**config.mk**
```make
export PLATFORM = sky130hd
export DESIGN_NAME = sd_cmd_rx
export DESIGN_NICKNAME = d
export VERILOG_FILES = /design/src/rtl/sd_cmd_rx.sv
export SDC_FILE = /design/constraint.sdc
export NUM_CORES = 1
export LEC_CHECK = 0
export ABC_AREA = 1
export CORE_UTILIZATION = 61
export DETAILED_ROUTE_END_ITERATION = 16
export GPL_ROUTABILITY_DRIVEN = 0
export PLACE_DENSITY = 0.84
export SLEW_MARGIN = 40
export SYNTH_ARGS = -nofsm -noshare
export SYNTH_HDL_FRONTEND = slang
export SYNTH_SLANG_ARGS = --single-unit
export TNS_END_PERCENT = 20
```
**constraint.sdc**
```tcl
create_clock -name clk_i -period 77.3 [get_ports clk_i]
set_input_delay 23.19 -clock clk_i [delete_from_list [all_inputs] [get_ports clk_i]]
set_output_delay 23.19 -clock clk_i [all_outputs]
set_load 0.05 [all_outputs]
```
**src/rtl/sd_cmd_rx.sv**
```systemverilog
// sd_cmd_rx -- SD-bus CMD-line response receiver.
//
// Armed by the command sequencer once it has released CMD. Waits for the
// card's start bit, deserialises a 48-bit (R1/R3/R6/R7) or 136-bit (R2)
// response MSB-first on SDCLK rising strobes, checks CRC7, the transmission
// bit and the end bit, and enforces the N_CR start-bit timeout.
//
// Ports:
//   clk_i         system clock, rising edge
//   rst_i         synchronous active-high reset
//   sdclk_rise_i  one-cycle strobe at the SDCLK rising edge (CMD sample point)
//   cmd_i         CMD line input
//   start_i       arm pulse, honoured only while idle
//   long_i        captured with start_i: 1 = 136-bit R2, 0 = 48-bit
//   crc_check_i   captured with start_i: 0 suppresses the CRC check (R3)
//   busy_o        high from the accepted start_i through the done_o cycle
//   done_o        one-cycle completion pulse
//   resp_o        payload: short = bits [47:8] in [39:0]; long = bits [127:0]
//   index_o       short: bits [45:40]; long: 6'h3F
//   crc_err_o     CRC7 mismatch (only when the check is enabled)
//   frame_err_o   transmission bit set or end bit clear
//   timeout_o     no start bit within TIMEOUT_CLKS strobes
module sd_cmd_rx #(
    parameter int TIMEOUT_CLKS = 64
) (
    input  logic         clk_i,
    input  logic         rst_i,
    input  logic         sdclk_rise_i,
    input  logic         cmd_i,
    input  logic         start_i,
    input  logic         long_i,
    input  logic         crc_check_i,
    output logic         busy_o,
    output logic         done_o,
    output logic [127:0] resp_o,
    output logic [5:0]   index_o,
    output logic         crc_err_o,
    output logic         frame_err_o,
    output logic         timeout_o
);

    localparam int TW = $clog2(TIMEOUT_CLKS + 1);

    localparam logic [1:0] S_IDLE = 2'd0;
    localparam logic [1:0] S_WAIT = 2'd1;
    localparam logic [1:0] S_RECV = 2'd2;
    localparam logic [1:0] S_DONE = 2'd3;

    logic [1:0]    state;
    logic          long_q;
    logic          crc_chk_q;
    logic          trans_q;
    logic [TW-1:0] tmo_cnt;
    logic [7:0]    bit_cnt;
    logic [126:0]  shreg;
    logic [6:0]    crc;

    logic [127:0]  shreg_nxt;
    logic [7:0]    bit_cnt_nxt;
    logic [TW-1:0] tmo_nxt;
    logic          crc_en;
    logic          last_bit;

    // Serial CRC7, generator x^7 + x^3 + 1.
    function automatic logic [6:0] crc7_step(input logic [6:0] c, input logic b);
        logic fb;
        fb = b ^ c[6];
        return {c[5:0], 1'b0} ^ (fb ? 7'h09 : 7'h00);
    endfunction

    // Only 127 bits are stored: the newest 128 bits (including the one being
    // sampled now) are all a long frame needs; its header byte is either
    // constant or captured separately (transmission bit).
    assign shreg_nxt   = {shreg, cmd_i};
    assign bit_cnt_nxt = bit_cnt + 8'd1;
    assign tmo_nxt     = tmo_cnt + TW'(1);
    assign last_bit    = long_q ? (bit_cnt_nxt == 8'd136) : (bit_cnt_nxt == 8'd48);

    // bit_cnt_nxt is the 1-based position of the bit being sampled. Short
    // frames cover positions 1..40 (bits 47:8); long frames skip the 8-bit
    // header and cover positions 9..128 (bits 127:8). The start bit is zero
    // and leaves a zero CRC register unchanged, so it needs no update.
    always_comb begin
        crc_en = 1'b0;
        if (long_q) begin
            crc_en = (bit_cnt_nxt >= 8'd9) && (bit_cnt_nxt <= 8'd128);
        end else begin
            crc_en = (bit_cnt_nxt <= 8'd40);
        end
    end

    always_ff @(posedge clk_i) begin
        if (rst_i) begin
            state       <= S_IDLE;
            busy_o      <= 1'b0;
            done_o      <= 1'b0;
            resp_o      <= '0;
            index_o     <= '0;
            crc_err_o   <= 1'b0;
            frame_err_o <= 1'b0;
            timeout_o   <= 1'b0;
        end else begin
            done_o <= 1'b0;
            case (state)
                S_IDLE: begin
                    if (start_i) begin
                        long_q      <= long_i;
                        crc_chk_q   <= crc_check_i;
                        trans_q     <= 1'b0;
                        tmo_cnt     <= '0;
                        bit_cnt     <= '0;
                        shreg       <= '0;
                        crc         <= '0;
                        resp_o      <= '0;
                        index_o     <= '0;
                        crc_err_o   <= 1'b0;
                        frame_err_o <= 1'b0;
                        timeout_o   <= 1'b0;
                        busy_o      <= 1'b1;
                        state       <= S_WAIT;
                    end
                end

                S_WAIT: begin
                    if (sdclk_rise_i) begin
                        // A start bit on the final allowed strobe still wins.
                        if (!cmd_i) begin
                            shreg   <= shreg_nxt[126:0];
                            bit_cnt <= 8'd1;
                            state   <= S_RECV;
                        end else begin
                            tmo_cnt <= tmo_nxt;
                            if (tmo_nxt == TW'(TIMEOUT_CLKS)) begin
                                timeout_o <= 1'b1;
                                done_o    <= 1'b1;
                                state     <= S_DONE;
                            end
                        end
                    end
                end

                S_RECV: begin
                    if (sdclk_rise_i) begin
                        shreg   <= shreg_nxt[126:0];
                        bit_cnt <= bit_cnt_nxt;
                        if (crc_en) begin
                            crc <= crc7_step(crc, cmd_i);
                        end
                        // The transmission bit is always the second bit on the wire.
                        if (bit_cnt_nxt == 8'd2) begin
                            trans_q <= cmd_i;
                        end
                        // Results are registered on the end-bit strobe so they
                        // are valid together with done_o in the DONE cycle.
                        if (last_bit) begin
                            if (long_q) begin
                                resp_o  <= shreg_nxt;
                                index_o <= 6'h3F;
                            end else begin
                                resp_o  <= {88'd0, shreg_nxt[47:8]};
                                index_o <= shreg_nxt[45:40];
                            end
                            crc_err_o   <= crc_chk_q && (crc != shreg_nxt[7:1]);
                            frame_err_o <= trans_q || !shreg_nxt[0];
                            done_o      <= 1'b1;
                            state       <= S_DONE;
                        end
                    end
                end

                default: begin
                    busy_o <= 1'b0;
                    state  <= S_IDLE;
                end
            endcase
        end
    end

endmodule

```
==> summary.md, run 1 <==
| Metric | Value |
|---|---|
| Top routing layer in use | met4 |
| Fin. Hold Viols | 0 |
| Met1 wire length | 12.74 mm |
| Final Power | 687.1 µW |
| Achievable Freq | 39.36 MHz |
| Syn avg cell area | 8.388 µm² |
| Vias in the first global route | 9,724 |
| Worst setup margin | 51.90 ns |
| Crit path max-delay family | buffers and inverters |
| Via/cell ratio | 5.521 |
| WL met2 | 14.03 mm |
| Post-route ant nets | 0 |
| Setup TNS | 0 ns |
| Pins Over Slew Limit | 0 |
| Sequence of cells on the critical path | clkdlybuf4s50_1 > nor2_1 > inv_1 > o211ai_1 > a2111oi_2 > buf_4 > buf_6 |
| Worst reg2reg path endpoint | resp_o[59] |
| Critical Path Source Type | primary input |
| Fin crit share | 32.86% |
| Initial antenna violation count | 0 |
| Fin crit period | 25.40 ns |
| Static Leak | 6.364 nW |
| Crit-path max cell delay | 0.67 ns |
| Dpl ws | 51.31 ns |
| Area growth syn-to-layout | 18.07% |
| Die Ht | 148.4 µm |
| Setup Buffers After CTS | 0 |
| WS Path Type | in2reg |
| Arrival time at the worst endpoint | 25.59 ns |
| Hold crit path type | reg2reg |
| Core area | 0.02102 mm² |
| Hold buffers post-CTS | 0 |
| Slew at the pin with the worst max-slew slack | 0.8087 ns |
| RSZ-0062 raised after global routing | no |
| Yosys cell types | 36 |
| Clk Tree Root Cell | clkbuf_16 |
| TritonCTS Buffers | 29 |
| CTS tree | done |
| Row count | 53 |
| Global route overflow | 0 |
| PwrDens | 44.50 mW/mm² |
| Post-synthesis sequential area ratio | 56.49% |
| DR iter-0 viols | 1,050 |
| Syn_nets | 1,575 |
| Max_cap viols | 0 |
| Met3 Wirelength | 2.162 mm |
| Yosys top cell area share | 34.91% |
| Post-DP HPWL | 17.93 mm |
| Router iterations before antenna repair | 6 |
| Crit path buffers/inverters | 4 |
| CTS Buffer Depth | 3 |
| Largest net degree at the start of global routing | 132 |
| CP endpoint kind | flip-flop |
| Seq cells post-synth | 293 |
| First-pass GRT wire length | 48.04 mm |
| Clock latency on the worst-skew pair | 0.56 ns |
| Yosys top cell by area | edfxtp_1 |
| Area contributors post-synth | edfxtp_1, dfxtp_1, nand2_1 |
| Die footprint | 0.02203 mm² |
| Clk_skew | 0.01747 ns |
| Max transition margin | 46.09% |
| Drt wl/cell | 15.21 µm |
| Post-CTS resize count | 0 |
| Synthesized area | 0.01308 mm² |
| Layout cells sized above 1 | 5.646% |
| Number of I/O port buffers | 145 |
| Via Count | 10,710 |
| Clk pin slew, worst setup/hold paths | 0.06 ns |
| Final setup fails | 0 |
| Fin area | 0.01544 mm² |
| Cell Area, Placed | 0.01451 mm² |
| Die W | 148.4 µm |
| H-tree depth | 1 |
| CP endpoint | shreg[62] |
| Levels on crit path | 7 |
| Tot GR Track Use | 27.01% |
| Antenna diodes | 0 |
| Yosys warns | 0 |
| Worst R2R Start | long_q |
| Sink Count | 293 |
| Slowest stage cell, crit path | buf_4 |
| CP max FO | 79 |
| NumNets Final | 1,658 |
| Residual DRC count | 0 |
| Worst path required time | 77.49 ns |
| Worst vdd ir | 29.46 µV |
| Top Ports | 146 |
| Synth Instances | 1,559 |
| R2R Setup Slk | 73.49 ns |
| Critical Path Start | start_i |
| Initial Utilization | 62.20% |
| Status | finished, final reports clean |
| Post-Route WL | 29.50 mm |
| Worst Reg-to-Reg Cells | 11 |
final cells by class:
class / instances / area (µm²)
Tap cell: 275 / 344.1
Multi-Input combinational cell: 990 / 4537
Inverter: 167 / 630.6
Clock buffer: 47 / 878.3
Clock inverter: 7 / 42.54
Fill cell: 1520 / 5583
Sequential cell: 293 / 7387
Timing Repair Buffer: 161 / 1619
cells in the final DEF, fill, tap and decap left out, drive strengths merged:
cell type	n
nand2	291
o21ba	1
buf	15
nor3b	1
dfxtp	141
nor3	1
nand4	5
a31oi	1
nor2	271
and3	1
o211ai	2
a211oi	1
clkinv	9
nand3	156
clkbuf	48
edfxtp	152
xnor2	2
o21ai	45
clkdlybuf4s50	145
a21oi	194
o21bai	1
a2111oi	1
xor2	6
inv	165
ha	9
a21o	1
power by group:
part | switching [mW] | total, mW | internal, mW
combinational | 0.207 | 0.297 | 0.0909
clock | 0.0591 | 0.137 | 0.0776
sequential | 0.0295 | 0.253 | 0.224
total | 0.295 | 0.687 | 0.392
synth_stat cells, drive strengths merged:
cell type	number
a2111oi	1
a211oi	1
a21o	1
a21oi	194
a31oi	1
and3	1
buf	40
clkbuf	69
clkinv	2
dfxtp	141
edfxtp	152
ha	9
inv	165
nand2	291
nand3	156
nand4	5
nor2	271
nor3	1
nor3b	1
o211ai	2
o21ai	45
o21ba	1
o21bai	1
xnor2	2
xor2	6
metal layers:
layer / up-vias / track usage, %
li1: 5205 / -
met1: 5019 / 38.52
met2: 431 / 43.43
met3: 55 / 3.681
met4: 0 / 7.320
met5: - / 0
worst register-to-register path, stage by stage, from the launching register on:
cell and delay (ns):
edfxtp_1 0.33, buf_4 0.34, clkinv_2 0.65, nand2_1 0.27, nand3_1 0.09, nor2_1 0.10
nand2_1 0.13, nand2_8 0.58, clkbuf_8 0.76, nand3_1 0.30, nand2_1 0.12, nor2_1 0.05
through the flow:
step / utilization (%) / instances / hold WS [ns]
after CTS: 73.41 / 1940 / 0.4687
after detailed placement: 69.03 / 1886 / 0.4586
after global routing: 73.44 / 1940 / 0.4894
after global placement: 68.68 / 1882 / 0.4503
final: 73.44 / 1940 / 0.4679
after floorplan: - / 1559 / 0.5023
state kept, by name, indices dropped and copies added, names as in the netlist:
name / cells
long_q: 1
trans_q: 1
crc_chk_q: 1
done_o: 1
crc: 7
frame_err_o: 1
shreg: 127
bit_cnt: 8
index_o: 6
timeout_o: 1
state: 2
busy_o: 1
resp_o: 128
crc_err_o: 1
tmo_cnt: 7
worst min path at each step:
stage	from	end	slack [ns]	depth (start not counted)
floorplan	state[1]	state[1]	0.50	2
global placement	resp_o[33]	resp_o[33]	0.45	2
detailed placement	resp_o[37]	resp_o[37]	0.46	2
CTS	resp_o[39]	resp_o[39]	0.47	2
global route	resp_o[37]	resp_o[37]	0.49	2
finish	resp_o[39]	resp_o[39]	0.47	2
kinds of logic (layout without fill, tap and decap cells):
kind of cell    Yosys count  in the layout  share of synthesized area (%)
buf+inv                 276            382                          9.071
fa+ha+maj                 9              9                         0.8612
simple gates            726            726                          23.39
compound gates          247            247                          9.655
flops                   293            293                          56.49
xor+xnor                  8              8                         0.5359
Power figures use the tool's default switching activity.
==> inputs of run 2 (changes only) <==
--- a/config.mk
+++ b/config.mk
@@ -6,10 +6,10 @@
 export NUM_CORES = 1
 export LEC_CHECK = 0
 export ABC_AREA = 1
-export CORE_UTILIZATION = 61
+export CORE_UTILIZATION = 51
 export DETAILED_ROUTE_END_ITERATION = 16
 export GPL_ROUTABILITY_DRIVEN = 0
-export PLACE_DENSITY = 0.84
+export PLACE_DENSITY = 0.74
 export SLEW_MARGIN = 40
 export SYNTH_ARGS = -nofsm -noshare
 export SYNTH_HDL_FRONTEND = slang
==> constraint.sdc (replaced) <==
create_clock -name clk_i -period 22.6 [get_ports clk_i]
set_input_delay 6.78 -clock clk_i [delete_from_list [all_inputs] [get_ports clk_i]]
set_output_delay 6.78 -clock clk_i [all_outputs]
set_load 0.05 [all_outputs]
==> run 2 against run 1 <==
Compared with the run above: worst hold slack got worse by 0.0068 ns; global-route usage fell by 5.4 points; register-to-register slack got worse by 55 ns; design area rose by 0.64%; final cell count rose by 2.8%; highest routed layer unchanged; flip-flop and latch count did not move; routed wire length fell by 3.9%; total power rose to 3.4 times the previous value.
==> summary.md, run 2 (synthesis gave the netlist of run 1 again) <==
| Metric | Value |
|---|---|
| Status | finished, final reports clean |
| Die Ht | 162.1 µm |
| Layout cells sized above 1 | 5.589% |
| P_int | 1.350 mW |
| CTS Buffer Depth | 3 |
| Initial Utilization | 51.93% |
| Drt wl/cell | 14.22 µm |
| Setup TNS | 0 ns |
| WS Path Type | in2reg |
| Fin crit share | 40.70% |
| Final setup fails | 0 |
| Hold_sp | resp_o[24] |
| PwrDens | 150.8 mW/mm² |
| Pins Over Slew Limit | 0 |
| Achievable Freq | 108.7 MHz |
| Worst R2R Start | long_q |
| Arrival time at the worst endpoint | 9.38 ns |
| Tot GR Track Use | 21.64% |
| Fin. Hold Viols | 0 |
| Critical Path Start | rst_i |
| NumNets Final | 1,656 |
| CP endpoint kind | flip-flop |
| Placed Instances | 1,938 |
| DR iter-0 viols | 963 |
| Max FFs per register | 128 |
| Combinational power share | 43.0% |
| Residual DRC count | 0 |
| H-tree depth | 1 |
| TritonCTS Buffers | 30 |
| First-pass GRT wire length | 46.93 mm |
| Antenna diodes | 0 |
| Number of I/O port buffers | 145 |
| Commonest non-fill, non-tap cell in the layout | nand2_1 |
| Clk pin slew, worst setup/hold paths | 0.06 ns |
| RSZ-0062 raised after global routing | no |
| CTS tree | done |
| Slew at the pin with the worst max-slew slack | 0.7851 ns |
| Fin crit period | 9.199 ns |
| Router iterations before antenna repair | 5 |
| Setup Buffers After CTS | 0 |
| Post-DP HPWL | 17.36 mm |
| Initial antenna violation count | 0 |
| Max_cap viols | 0 |
| Psw | 992.8 µW |
| Worst vdd ir | 188.8 µV |
| Row count | 58 |
| Static Leak | 6.375 nW |
| Hold Slack | 0.4611 ns |
| Vias in the first global route | 9,443 |
| Number of fill cells | 2,154 |
| Area growth syn-to-layout | 18.82% |
| Via/cell ratio | 5.154 |
| Reg power frac | 36.8% |
| Top Ports | 146 |
| Core area | 0.02518 mm² |
| Die footprint | 0.02628 mm² |
| Global route overflow | 0 |
| Clk Tree Root Cell | clkbuf_16 |
| Sw Share | 42.38% |
| R2R Setup Slk | 18.75 ns |
| Clock latency on the worst-skew pair | 0.55 ns |
| Worst path required time | 22.78 ns |
| CP endpoint | crc[2] |
| Top flop regs | resp_o (128), shreg (127), bit_cnt (8) |
| Largest net degree at the start of global routing | 129 |
| Die W | 162.1 µm |
| Worst reg2reg path endpoint | resp_o[76] |
| Hold crit path type | reg2reg |
| Worst Reg-to-Reg Cells | 12 |
| Top reg by flops | resp_o |
| Layout Cells excl Fill | 1,994 |
| Via Count | 10,280 |
| Commonest non-fill, non-tap cells in the layout | nand2_1, nor2_1, a21oi_1 |
| Post-Route WL | 28.35 mm |
| Hold buffers post-CTS | 0 |
| Max transition margin | 47.66% |
| Final core occ | 61.70% |
| Sink Count | 293 |
| Clock power frac | 20.3% |
| Post-route ant nets | 0 |
| Clk_skew | 0.01991 ns |
| CP max FO | 59 |
| Critical Path Source Type | primary input |
| Post-CTS resize count | 0 |
-- run 2: area by class of cell --
cell class | count | area, µm² | area share (%)
Sequential cell | 293 | 7387 | 47.54
Multi-Input combinational cell | 990 | 4537 | 29.20
Timing Repair Buffer | 158 | 1617 | 10.40
Clock buffer | 50 | 919.6 | 5.919
Inverter | 167 | 630.6 | 4.059
Tap cell | 330 | 412.9 | 2.657
Clock inverter | 6 | 33.78 | 0.2174
-- run 2: worst min path at each step --
stage,end,depth (start not counted),slack [ns]
after floorplan,state[1],2,0.50
final,resp_o[24],2,0.46
after global routing,index_o[5],2,0.47
after global placement,index_o[0],2,0.45
after CTS,index_o[5],2,0.46
after detailed placement,index_o[5],2,0.45
-- run 2: routing by layer --
| layer | share of wire, % | GRT usage (%) | up-vias |
|---|---|---|---|
| met2 | 45 | 33.30 | 295 |
| met3 | 6.0 | 3.141 | 28 |
| met5 | 0 | 0 | - |
| met1 | 48 | 32.38 | 4756 |
| met4 | 1.2 | 4.417 | 0 |
| li1 | - | - | 5199 |
-- run 2: worst max-delay path, cell delays in order --
cell and delay (ns):
clkdlybuf4s50_1 0.39, buf_4 0.25, clkinv_2 0.56, buf_4 0.62
nand2_1 0.15, a21oi_1 0.55
-- run 2: through the flow --
step	cell area [µm²]	total power [mW]	worst slack [ns]
detailed placement	14580	1.874	12.83
global route	15540	2.501	13.19
floorplan	13080	1.653	0.1304
global placement	14510	1.847	12.81
finish	15540	2.343	13.40
CTS	15530	2.354	13.40
-- run 2: power groups by stage --
stage          logic [mW]  clock network (mW)  registers (mW)
3_5_place_dp         1.00                   0           0.870
6_report             1.01               0.475           0.862
3_3_place_gp        0.981                   0           0.866
4_1_cts              1.01               0.484           0.861
2_1_floorplan       0.560                   0            1.09
5_1_grt              1.12               0.505           0.881
==> inputs of run 3 (changes only) <==
--- a/config.mk
+++ b/config.mk
@@ -6,10 +6,10 @@
 export NUM_CORES = 1
 export LEC_CHECK = 0
 export ABC_AREA = 1
-export CORE_UTILIZATION = 51
+export CORE_UTILIZATION = 56
 export DETAILED_ROUTE_END_ITERATION = 16
 export GPL_ROUTABILITY_DRIVEN = 0
-export PLACE_DENSITY = 0.74
+export PLACE_DENSITY = 0.77
 export SLEW_MARGIN = 40
 export SYNTH_ARGS = -nofsm -noshare
 export SYNTH_HDL_FRONTEND = slang
==> constraint.sdc (replaced) <==
create_clock -name clk_i -period 9.2 [get_ports clk_i]
set_input_delay 2.76 -clock clk_i [delete_from_list [all_inputs] [get_ports clk_i]]
set_output_delay 2.76 -clock clk_i [all_outputs]
set_load 0.05 [all_outputs]
==> run 3 against run 2 <==
Compared with the run above: sequential power grew 150%; critical path type unchanged; routed wire length grew 0.58%; critical endpoint is now resp_o[1]; largest power group unchanged; register-to-register slack lost 13 ns.
==> summary.md, run 3 (synthesis gave the netlist of run 1 again) <==
| Metric | Value |
|---|---|
| Post-Route WL | 28.51 mm |
| Met1 wire length | 13.26 mm |
| Static Leak | 6.383 nW |
| Status | finished, final reports clean |
| Worst path required time | 9.62 ns |
| Crit path buffers/inverters | 3 |
| Clk pin slew, worst setup/hold paths | 0.06 ns |
| Max FFs per register | 128 |
| Residual DRC count | 0 |
| Arrival time at the worst endpoint | 5.01 ns |
| Vias in the first global route | 9,466 |
| Number of I/O port buffers | 145 |
| Largest net degree at the start of global routing | 195 |
| Sink Count | 293 |
| Die Ht | 154.8 µm |
| Commonest non-fill, non-tap cell in the layout | nand2_1 |
| Initial antenna violation count | 0 |
| Post-DP HPWL | 17.16 mm |
| Critical Path Source Type | primary input |
| Sequence of cells on the critical path | clkdlybuf4s50_1 > nor2_1 > inv_1 > nand2_1 > nor2_4 > buf_12 > nand2_2 > nand2_1 > a21oi_1 |
| Post-CTS resize count | 0 |
| PwrDens | 372.8 mW/mm² |
| Slowest stage cell, crit path | clkdlybuf4s50_1 |
| Max_cap viols | 0 |
| CTS tree | done |
| WL met2 | 13.16 mm |
| Setup TNS | 0 ns |
| Final core occ | 68.32% |
| Via/cell ratio | 5.247 |
| TritonCTS Buffers | 30 |
| Die footprint | 0.02397 mm² |
| Hold buffers post-CTS | 0 |
| Met3 Wirelength | 1.647 mm |
| Final setup fails | 0 |
| Fin. Hold Viols | 0 |
| Hold Slack | 0.4651 ns |
| Row count | 55 |
| Commonest non-fill, non-tap cells in the layout | nand2_1, nor2_1, a21oi_1 |
| Clock latency on the worst-skew pair | 0.56 ns |
| Post-route ant nets | 0 |
| Crit path top cell by count | nand2_1 |
| Clk Tree Root Cell | clkbuf_16 |
| Crit path max-delay family | buffers and inverters |
| Area growth syn-to-layout | 19.01% |
| H-tree depth | 1 |
| Global route overflow | 0 |
| Fin crit period | 4.582 ns |
| First-pass GRT wire length | 47.15 mm |
| Top Ports | 146 |
| Pins Over Slew Limit | 0 |
| Number of fill cells | 1,821 |
| Slew at the pin with the worst max-slew slack | 0.8957 ns |
| RSZ-0062 raised after global routing | no |
| Router iterations before antenna repair | 5 |
| Fin crit share | 49.80% |
| Top routing layer in use | met4 |
| Die W | 154.8 µm |
| DR iter-0 viols | 904 |
| Tot GR Track Use | 24.01% |
| CP max FO | 194 |
| Via Count | 10,390 |
| Top flop regs | resp_o (128), shreg (127), bit_cnt (8) |
| Hold crit path type | reg2reg |
| Achievable Freq | 218.3 MHz |
| Top reg by flops | resp_o |
| WS Path Type | in2reg |
| Clk_skew | 0.02114 ns |
| Core area | 0.02278 mm² |
| Worst vdd ir | 302.9 µV |
| Max transition margin | 40.29% |
| Crit-path max cell delay | 0.50 ns |
| Layout cells sized above 1 | 5.459% |
| Drt wl/cell | 14.40 µm |
| CP endpoint kind | flip-flop |
| Setup Buffers After CTS | 0 |
| Initial Utilization | 57.41% |
| CTS Buffer Depth | 3 |
| Antenna diodes | 0 |
| NumNets Final | 1,659 |
==> run 3: layer usage <==
layer,vias to the layer above,global-route usage (%)
li1,5206,-
met1,4851,35.42
met2,299,37.86
met3,34,3.250
met4,0,5.092
met5,-,0
==> run 3: final cells by class <==
| type | instances | area (µm²) | area share, % |
|---|---|---|---|
| sequential | 293 | 7387 | 47.47 |
| multi-input combinational | 990 | 4549 | 29.23 |
| timing repair buffer | 161 | 1624 | 10.44 |
| clock buffer | 41 | 822.0 | 5.282 |
| inverter | 167 | 628.1 | 4.036 |
| tap | 313 | 391.6 | 2.516 |
| clock inverter | 15 | 160.2 | 1.029 |
==> run 3: power breakdown <==
group	switching [mW]	leakage (nW)	internal (mW)
Sequential	0.245	2.61	1.88
Combinational	1.71	3.29	0.758
Clock	0.502	0.475	0.708
==> run 3: final timing paths <==
check             cells after the start  slack [ns]          end  startpoint
setup / recovery                      9        4.62    resp_o[1]     start_i
hold / removal                        2        0.47   resp_o[15]  resp_o[15]
setup reg to reg                     12        5.36  resp_o[114]      long_q
hold reg to reg                       2        0.47   resp_o[15]  resp_o[15]
==> run 3: metrics by stage <==
step / power, mW / setup WS [ns] / cells / area, µm²
2_1_floorplan: 3.998 / 1.234 / 1559 / 13100
3_3_place_gp: 4.525 / 3.758 / 1921 / 14520
3_5_place_dp: 4.591 / 3.855 / 1923 / 14570
4_1_cts: 5.817 / 4.434 / 1979 / 15550
5_1_grt: 6.175 / 4.336 / 1980 / 15560
6_report: 5.802 / 4.618 / 1980 / 15560
==> run 3: worst reg2reg max path: cells and delay by family (launching register included) <==
kind | cells | cell delay, ns
AO/OA/AOI/OAI | 1 | 0.23
buffers and inverters | 5 | 2.09
flip-flops | 1 | 0.35
AND/OR/NAND/NOR | 6 | 1.11
